<file path="config.mk">
export PLATFORM = sky130hd
export DESIGN_NAME = popcnt_arbiter
export DESIGN_NICKNAME = d
export VERILOG_FILES = /design/src/rtl/popcnt_arbiter_pkg.sv /design/src/rtl/popcnt_arbiter_popcnt4.sv /design/src/rtl/popcnt_arbiter.sv
export SDC_FILE = /design/constraint.sdc
export NUM_CORES = 1
export LEC_CHECK = 0
export ABC_CLOCK_PERIOD_IN_PS = 3200
export CAP_MARGIN = 20
export CORE_MARGIN = 3
export CORE_UTILIZATION = 37
export DETAILED_ROUTE_END_ITERATION = 7
export HOLD_SLACK_MARGIN = 0.03
export PLACE_DENSITY = 0.75
export SYNTH_ARGS = -nofsm -noshare
export SYNTH_HDL_FRONTEND = slang
export SYNTH_SLANG_ARGS = --single-unit
</file>
<file path="constraint.sdc">
create_clock -name clk -period 3.2 [get_ports clk]
set_input_delay 0.96 -clock clk [delete_from_list [all_inputs] [get_ports clk]]
set_output_delay 0.96 -clock clk [all_outputs]
set_load 0.005 [all_outputs]
</file>
<file path="src/rtl/popcnt_arbiter_pkg.sv">
`default_nettype none
// ============================================================================
// Module      : popcnt_arbiter_pkg
// Description : Shared sizes and the result record for popcnt_arbiter.
// Revision    : 1.0 - initial release
// ============================================================================
package popcnt_arbiter_pkg;

    localparam int NUM_REQ = 4;
    localparam int OP_W    = 4;
    localparam int CNT_W   = 3;
    localparam int ID_W    = 2;
    localparam int STAT_W  = 8;
    localparam int HOT_W   = OP_W + 1;   // one bit per possible count 0..OP_W

    typedef struct packed {
        logic [ID_W-1:0]  id;
        logic [CNT_W-1:0] count;
        logic [HOT_W-1:0] onehot;
    } result_t;

    // Empty slot: count 0, so the one-hot form has bit 0 set
    localparam result_t c_RESULT_RST = '{id: '0, count: '0, onehot: HOT_W'(1)};

endpackage : popcnt_arbiter_pkg
`default_nettype wire

</file>
<file path="src/rtl/popcnt_arbiter_popcnt4.sv">
`default_nettype none
// ============================================================================
// Module      : popcnt4
// Description : Combinational ones-count of a 4-bit operand, given both as a
//               binary count and as a one-hot vector (bit k <=> count == k).
// Revision    : 1.0 - initial release
// ============================================================================
module popcnt4
    import popcnt_arbiter_pkg::*;
(
    input  logic [OP_W-1:0]  i_op,
    output logic [CNT_W-1:0] o_count,
    output logic [HOT_W-1:0] o_onehot
);

    logic [CNT_W-1:0] w_sum;

    // Add up the set bits of the operand
    always_comb begin
        w_sum = '0;
        for (int i = 0; i < OP_W; i++) begin
            w_sum = w_sum + CNT_W'(i_op[i]);
        end
    end

    assign o_count  = w_sum;
    assign o_onehot = HOT_W'(1) << w_sum;

endmodule : popcnt4
`default_nettype wire

</file>
<file path="src/rtl/popcnt_arbiter.sv">
`default_nettype none
// ============================================================================
// Module      : popcnt_arbiter
// Description : Round-robin arbiter over four 4-bit operands feeding a single
//               result slot that holds the winner's id and ones-count.
//               Optional per-requester saturating grant counters are built
//               when POPCNT_ARB_STATS_EN is defined (adds stat_sel/stat_count).
// Revision    : 1.0 - initial release
// ============================================================================
module popcnt_arbiter
    import popcnt_arbiter_pkg::*;
(
    input  logic                     clk,
    input  logic                     rst,
    input  logic                     ena,
    input  logic [NUM_REQ-1:0]       req_valid,
    input  logic [NUM_REQ*OP_W-1:0]  req_data,
    output logic [NUM_REQ-1:0]       req_ready,
    output logic                     res_valid,
    input  logic                     res_ready,
    output logic [ID_W-1:0]          res_id,
    output logic [CNT_W-1:0]         res_count,
    output logic [HOT_W-1:0]         res_onehot
`ifdef POPCNT_ARB_STATS_EN
    ,
    input  logic [ID_W-1:0]          stat_sel,
    output logic [STAT_W-1:0]        stat_count
`endif
);

    logic [ID_W-1:0]  r_ptr;
    logic             r_valid;
    result_t          r_res;

    logic             w_slot_free;
    logic             w_grant_ok;
    logic             w_found;
    logic [ID_W-1:0]  w_win;
    logic [OP_W-1:0]  w_win_op;
    logic [CNT_W-1:0] w_count;
    logic [HOT_W-1:0] w_onehot;
    logic             w_grant;

    // The slot can take a new operand if it is empty or being drained now
    assign w_slot_free = !r_valid || res_ready;
    assign w_grant_ok  = ena && !rst && w_slot_free;

    // Round-robin search: first valid requester at or above the pointer,
    // wrapping through the 2-bit index arithmetic
    always_comb begin
        w_found = 1'b0;
        w_win   = '0;
        for (int k = 0; k < NUM_REQ; k++) begin
            if (!w_found && req_valid[r_ptr + ID_W'(k)]) begin
                w_found = 1'b1;
                w_win   = r_ptr + ID_W'(k);
            end
        end
    end

    // One-hot grant to the search winner when the slot can accept it
    always_comb begin
        req_ready = '0;
        if (w_grant_ok && w_found) begin
            req_ready[w_win] = 1'b1;
        end
    end

    assign w_grant  = w_grant_ok && w_found;
    assign w_win_op = req_data[w_win*OP_W +: OP_W];

    popcnt4 u_popcnt4 (
        .i_op     (w_win_op),
        .o_count  (w_count),
        .o_onehot (w_onehot)
    );

    // Result slot and pointer: load on grant, otherwise drain or hold
    always_ff @(posedge clk) begin
        if (rst) begin
            r_valid <= 1'b0;
            r_res   <= c_RESULT_RST;
            r_ptr   <= '0;
        end else if (w_grant) begin
            r_valid      <= 1'b1;
            r_res.id     <= w_win;
            r_res.count  <= w_count;
            r_res.onehot <= w_onehot;
            r_ptr        <= w_win + ID_W'(1);
        end else if (r_valid && res_ready) begin
            r_valid <= 1'b0;
        end
    end

    assign res_valid  = r_valid;
    assign res_id     = r_res.id;
    assign res_count  = r_res.count;
    assign res_onehot = r_res.onehot;

`ifdef POPCNT_ARB_STATS_EN
    logic [STAT_W-1:0] w_stat [NUM_REQ];

    for (genvar g = 0; g < NUM_REQ; g++) begin : g_stat
        logic [STAT_W-1:0] r_cnt;

        // Count grants to this requester, sticking at the maximum value
        always_ff @(posedge clk) begin
            if (rst) begin
                r_cnt <= '0;
            end else if (req_ready[g] && (r_cnt != '1)) begin
                r_cnt <= r_cnt + STAT_W'(1);
            end
        end

        assign w_stat[g] = r_cnt;
    end

    assign stat_count = w_stat[stat_sel];
`endif

endmodule : popcnt_arbiter
`default_nettype wire

</file>
======== Word-level counts from Yosys, hierarchy flattened ========
Index checks and enable logic that the tools add are counted.
word-level totals
  register bits after elaboration ......... 13
  latch bits .............................. 0
  bits in writable memories ............... 0
  memory bits (read-only) ................. 0
  bits of input ports ..................... 24
  logic and storage cells ................. 56
  memories ................................ 0
operators by class
  add/sub/neg operators ................... 7
  multiply operators ...................... 0
  div/mod/pow operators ................... 0
  magnitude comparators ................... 6
  equality and inequality tests ........... 0
  shifts and indexed selects .............. 2
  multiplexer cells ....................... 21
  bitwise logic cells ..................... 0
  reduce and logical (&&, ||, !) cells .... 15
operator list
  operator             number
  $shiftx 16x5->4      1
  $lt 2x3->1 const B   5
  $mux 1               11
  $bmux 1 s2           4
  $logic_and 1x1->1    8
  $mux 2               4
  $add 3x1->3          2
  $logic_not 1->1      5
  $shl 1x3->5 const A  1
  $add 2x1->2 const B  2
  $add 2x2->2 const B  2
  $mux 4               1
  $add 1x1->2          1
  $demux 1 s2          1
  $ge 2x1->1 const B   1
  $reduce_bool 2->1    1
  $logic_or 1x1->1     1

======== Logic depth before layout (Yosys ltp) ========
  depth in word-level cells ............... 17
  gate-level depth with buffers ........... 14

======== Hierarchy ========
From an unflattened synthesis, not the netlist that was laid out.
unflattened totals
  cell total of the unflattened synthesis .. 93
  area total of the unflattened synthesis .. 865.8 um2
by module, submodules not included
  module          times used  cells an instance  area each (um2)
  popcnt_arbiter  1           77                 724.4
  popcnt4         1           16                 141.4

======== Least setup slack after synthesis ========
Ideal clock, no wire load.
  path kind ............................... in2reg
  start ................................... input port req_valid[2]
  end ..................................... register r_res (netlist bit res_onehot[0])
  setup time .............................. 0.058 ns
  arrival ................................. 3.295 ns
  data required time ...................... 3.142 ns
  slack ................................... -0.154 ns
  stages .................................. 14
  path buffers ............................ 1
  cells stage by stage .................... nor2b_1 o21bai_1 o22ai_1 buf_4 mux2i_1 mux2i_1 ha_1 inv_1 fa_1 inv_1 ha_1 nor4b_1 a21oi_1 nand2_1
on the way
  cells in the longest elaborated chain, start to end .. 17
RTL lines
  item                            RTL line                      RTL
  start, declared                 popcnt_arbiter.sv:16          input logic [NUM_REQ-1:0] req_valid,
  $bmux 1 s2                      popcnt_arbiter.sv:54          if (!w_found && req_valid[r_ptr + ID_W'(k)]) begin
  $mux 1 (not written as such)    popcnt_arbiter.sv:54
  $mux 1                          popcnt_arbiter.sv:54
  $logic_not 1->1                 popcnt_arbiter.sv:54
  $logic_and 1x1->1               popcnt_arbiter.sv:54
  $mux 1                          popcnt_arbiter.sv:54
  $logic_not 1->1                 popcnt_arbiter.sv:54
  $logic_and 1x1->1               popcnt_arbiter.sv:54
  [3 not listed]                  --
  $mux 2 *                        popcnt_arbiter.sv:54
  named net w_win[0]              popcnt_arbiter.sv:38          logic [ID_W-1:0] w_win;
  $shiftx 16x5->4 *               popcnt_arbiter.sv:70          assign w_win_op = req_data[w_win*OP_W +: OP_W];
  $add 1x1->2                     popcnt_arbiter_popcnt4.sv:22  w_sum = w_sum + CNT_W'(i_op[i]);
  $add 3x1->3                     popcnt_arbiter_popcnt4.sv:22
  $add 3x1->3 *                   popcnt_arbiter_popcnt4.sv:22
  named net u_popcnt4.o_count[1]  popcnt_arbiter_popcnt4.sv:12  output logic [CNT_W-1:0] o_count,
  $shl 1x3->5 *                   popcnt_arbiter_popcnt4.sv:27  assign o_onehot = HOT_W'(1) << w_sum;
  end signal, assigned            popcnt_arbiter.sv:82          r_res <= c_RESULT_RST;
  end, declared                   popcnt_arbiter.sv:33          result_t r_res;
The timed path passes the listed nets; every way through them passes the cells marked *. The select of a mux whose other input is x is not followed.
A chain may end at the register's enable or synchronous reset.

======== Final worst setup path ========
  start ................................... input port req_valid[2]
  end ..................................... register r_res (netlist bit res_onehot[0])
on the way
  cells in the longest elaborated chain, start to end .. 17
RTL lines
  item                            RTL line
  $bmux 1 s2                      popcnt_arbiter.sv:54
  $mux 1 (not written as such)    popcnt_arbiter.sv:54
  $mux 1                          popcnt_arbiter.sv:54
  $logic_not 1->1                 popcnt_arbiter.sv:54
  $logic_and 1x1->1               popcnt_arbiter.sv:54
  $mux 1                          popcnt_arbiter.sv:54
  $logic_not 1->1                 popcnt_arbiter.sv:54
  $logic_and 1x1->1               popcnt_arbiter.sv:54
  [2 not listed]                  --
  $logic_and 1x1->1               popcnt_arbiter.sv:54
  $mux 2 *                        popcnt_arbiter.sv:54
  $shiftx 16x5->4 *               popcnt_arbiter.sv:70
  $add 1x1->2                     popcnt_arbiter_popcnt4.sv:22
  $add 3x1->3                     popcnt_arbiter_popcnt4.sv:22
  $add 3x1->3 *                   popcnt_arbiter_popcnt4.sv:22
  named net u_popcnt4.o_count[1]  popcnt_arbiter_popcnt4.sv:12
  $shl 1x3->5 *                   popcnt_arbiter_popcnt4.sv:27
Marks and branches as above.

==> impl_results.md <==
- Synth Register Bits: 13
- RSZ-0062 raised after global routing: true
- Placed cell areas: roughly 1400 um^2
- Synthesized net count: 133
- Layout cells sized above 1: 43.98%
- Startpoint types: input pin
- Hold-critical path depth: 2
- Critical path capture point type: register
- Peak supply drop: 0.0002914 V
- Setup TNS: -0.5578 ns
- Fin util: between 70 and 80%
- All-layer global routing usage: 17.94%
- Synth top area cells: dfxtp_1 29%, mux2i_1 12%, ha_1 11%, a21oi_1 7.3%, nand2_1 5.5%
- Max Clock Freq: 296.2 MHz
- Pwr dens: 384.5 nW/um^2
- Post-route minimum period: ~3.4 ns
- Final Max Tran Viols: 0
- Antenna Nets Post-Route: 0
- Post-route DRC: 0
- Setup Viol. Count Final: 7
- Clock tree sinks: 13
- Post-Syn Area: 885.9 um^2
- Rel. slew slack: 69.22%
- DIE AREA: 3017 um^2
- Starting density of the core: 39.66%
- Final WS setup: -0.1764 ns
- Flop-to-flop setup slack: 0.18 ns
- Worst Hold End: res_count[1]
- Primary FF master, synth: dfxtp_1
- CTS Buf Count: 3
- Critical Path Fanout Max: 5
- Synth unique cells: 29
- Hold Vio Cnt, Final: 0
- Nets: 200
- Leakage: 0.6976 nW
- Syn Inst Count: 100
- Layout area overhead: 89.83%
- Busiest layer in global routing: met2
- Cell count of the worst reg-to-reg path: 15
- Core area: 2233 um^2
- Drt first pass iters: 2
- # IOs: 39
- Clk buf depth: 2
- Placer congestion estimate: between 0.7 and 0.8
- Critical R2R Capture: res_onehot[0]
- Layout filler cell count: 158
- Slew of the pin with the lowest slew margin: ~0.46 ns
- Vias in the first global route: 944
- Mean Syn Cell Area: 8.859 um^2
- Setup WS pre-CTS: -0.6933 ns
- WP data required: 3.43 ns
- Failing checks: negative setup slack
- Yosys warnings: 0
- Grt met1 use: 20.39%
- Finished Layout Cells: 194
- Hpwl dp: 1824 um
- Routed len/inst: 15.10 um
- Hold Startpoint: res_count[1]
- Clock skew: 0.002714 ns
- Hold Path Class: register to register
- Row cnt: 17
- Placed cells: 176
- Fin area: 1682 um^2
- Post-synth EDFFs: 0
- Clk_lat worst skew: around 0.28 ns
- Commonest non-fill, non-tap cells in the layout: 30 x clkdlybuf4s50_1, 25 x buf_4, 13 x nand2_1, 13 x dfxtp_1, 9 x a21oi_1
- Critical path arrival: 3.61 ns
- GRT overflow: 0
- Power, Total: about 0.65 mW
- Tcrit/Tclk final: 105.5%
- R2r startpoint: r_ptr[0]
- DR iter-0 viols: 5
- M3 GR Usage: 1.877%
- Die W: 54.93 um
- Synth async-reset ratio: 0%
- Vias: around 980
- Die H: between 50 and 60 um
- Number of antenna cells inserted: 0
- Final WL: 2929 um
- Storage element area: 260.3 um^2
- PortBufs: 38
- Clock Root Buffer: clkbuf_4
- First-pass GRT wire length: 3912 um
- MaxCap Viol Count: 0
- Commonest non-fill, non-tap cell in the layout: clkdlybuf4s50_1
- Vias per cell: between 5 and 6
- Initial antenna violation count: 0
- Top cell type's share of synthesized area: 29.38%
- Outcome: finished, violations left
- Clock transition at path regs: around 0.08 ns
- Cell type with the highest aggregate area in the netlist: dfxtp_1
- Hold WS: 0.4636 ns
- Worst Setup Path Type: input pin to register
- Met2 usage: 34.25%
- CTS tree: done
- Multi-input gate area: 732.0 um^2
- Seq/Total Area, Yosys: approximately 29%
- Largest net degree at the start of global routing: 16
- H-tree levels: 1
[worst max path at each step]
stage               slack, ns             to         start  cells after the start
finish                  -0.18  res_onehot[0]  req_valid[2]                     16
global route            -0.27  res_onehot[0]  req_valid[2]                     16
CTS                    0.0009   req_ready[1]  req_valid[1]                      5
detailed placement      -0.69   req_ready[1]  req_valid[1]                      8
global placement        -0.67   req_ready[1]  req_valid[1]                      8
floorplan               0.006  res_onehot[0]  req_valid[2]                     14
[state kept, by name, indices dropped and copies added (netlist names)]
signal and count:
r_ptr 2, res_count 3, res_onehot 5, res_id 2, res_valid 1
[metal layers]
layer | share of wire (%) | wire, um | up-vias
li1 | - | - | 485
met1 | 41 | 1198 | 470
met2 | 57 | 1656 | 18
met3 | 1.6 | 48 | 5
met4 | 0.89 | 26 | 0
met5 | 0 | 0 | -
[critical path, stage by stage]
cell	delay [ns]
buf_8	0.10
nor2b_4	0.11
o21bai_4	0.18
o22ai_2	0.16
buf_6	0.14
buf_8	0.12
mux2i_2	0.26
mux2i_2	0.12
ha_1	0.32
inv_2	0.04
fa_2	0.37
inv_4	0.10
ha_4	0.22
nor4b_2	0.27
a21oi_1	0.07
nand2_1	0.06
[cell type report]
class                   instances  area share [%]
clock buffers                   4           1.563
repair buffers                 66           35.57
inverters                       7           1.786
flip-flops and latches         13           15.48
multi-input cells              76           43.53
well taps                      28           2.083
[power by group]
group	internal [mW]	switching (mW)
logic	0.205	0.152
registers	0.175	0.00931
clock network	0.0485	0.0575
[what timing repair did]
item | 4_1_cts | 5_1_grt
endpoints found under the setup margin | 12 | 10
pin swaps | 5 | 10
buffers inserted | 10 | 4
endpoints found under the hold margin | 0 | 0
resized for setup | 45 | 28
hold buffers | 0 | 0
[logic make-up after synthesis]
logic type,synth area share (%)
flip-flops,29.38
AND/OR/NAND/NOR,21.47
multiplexers,14.97
adder cells (fa/ha/maj),13.56
AO/OA/AOI/OAI,14.27
buffers and inverters,6.354
[synthesized netlist by cell type, drive strengths merged, types with 2 or more instances]
cell type,count
mux2i,11
nand2b,2
dfxtp,13
buf,3
nor4b,2
mux2,2
nand4b,2
ha,8
and2,4
nand2,13
o21ai,3
a21oi,13
inv,6
nor2,4
No activity file was read; power rests on OpenSTA's default activity.
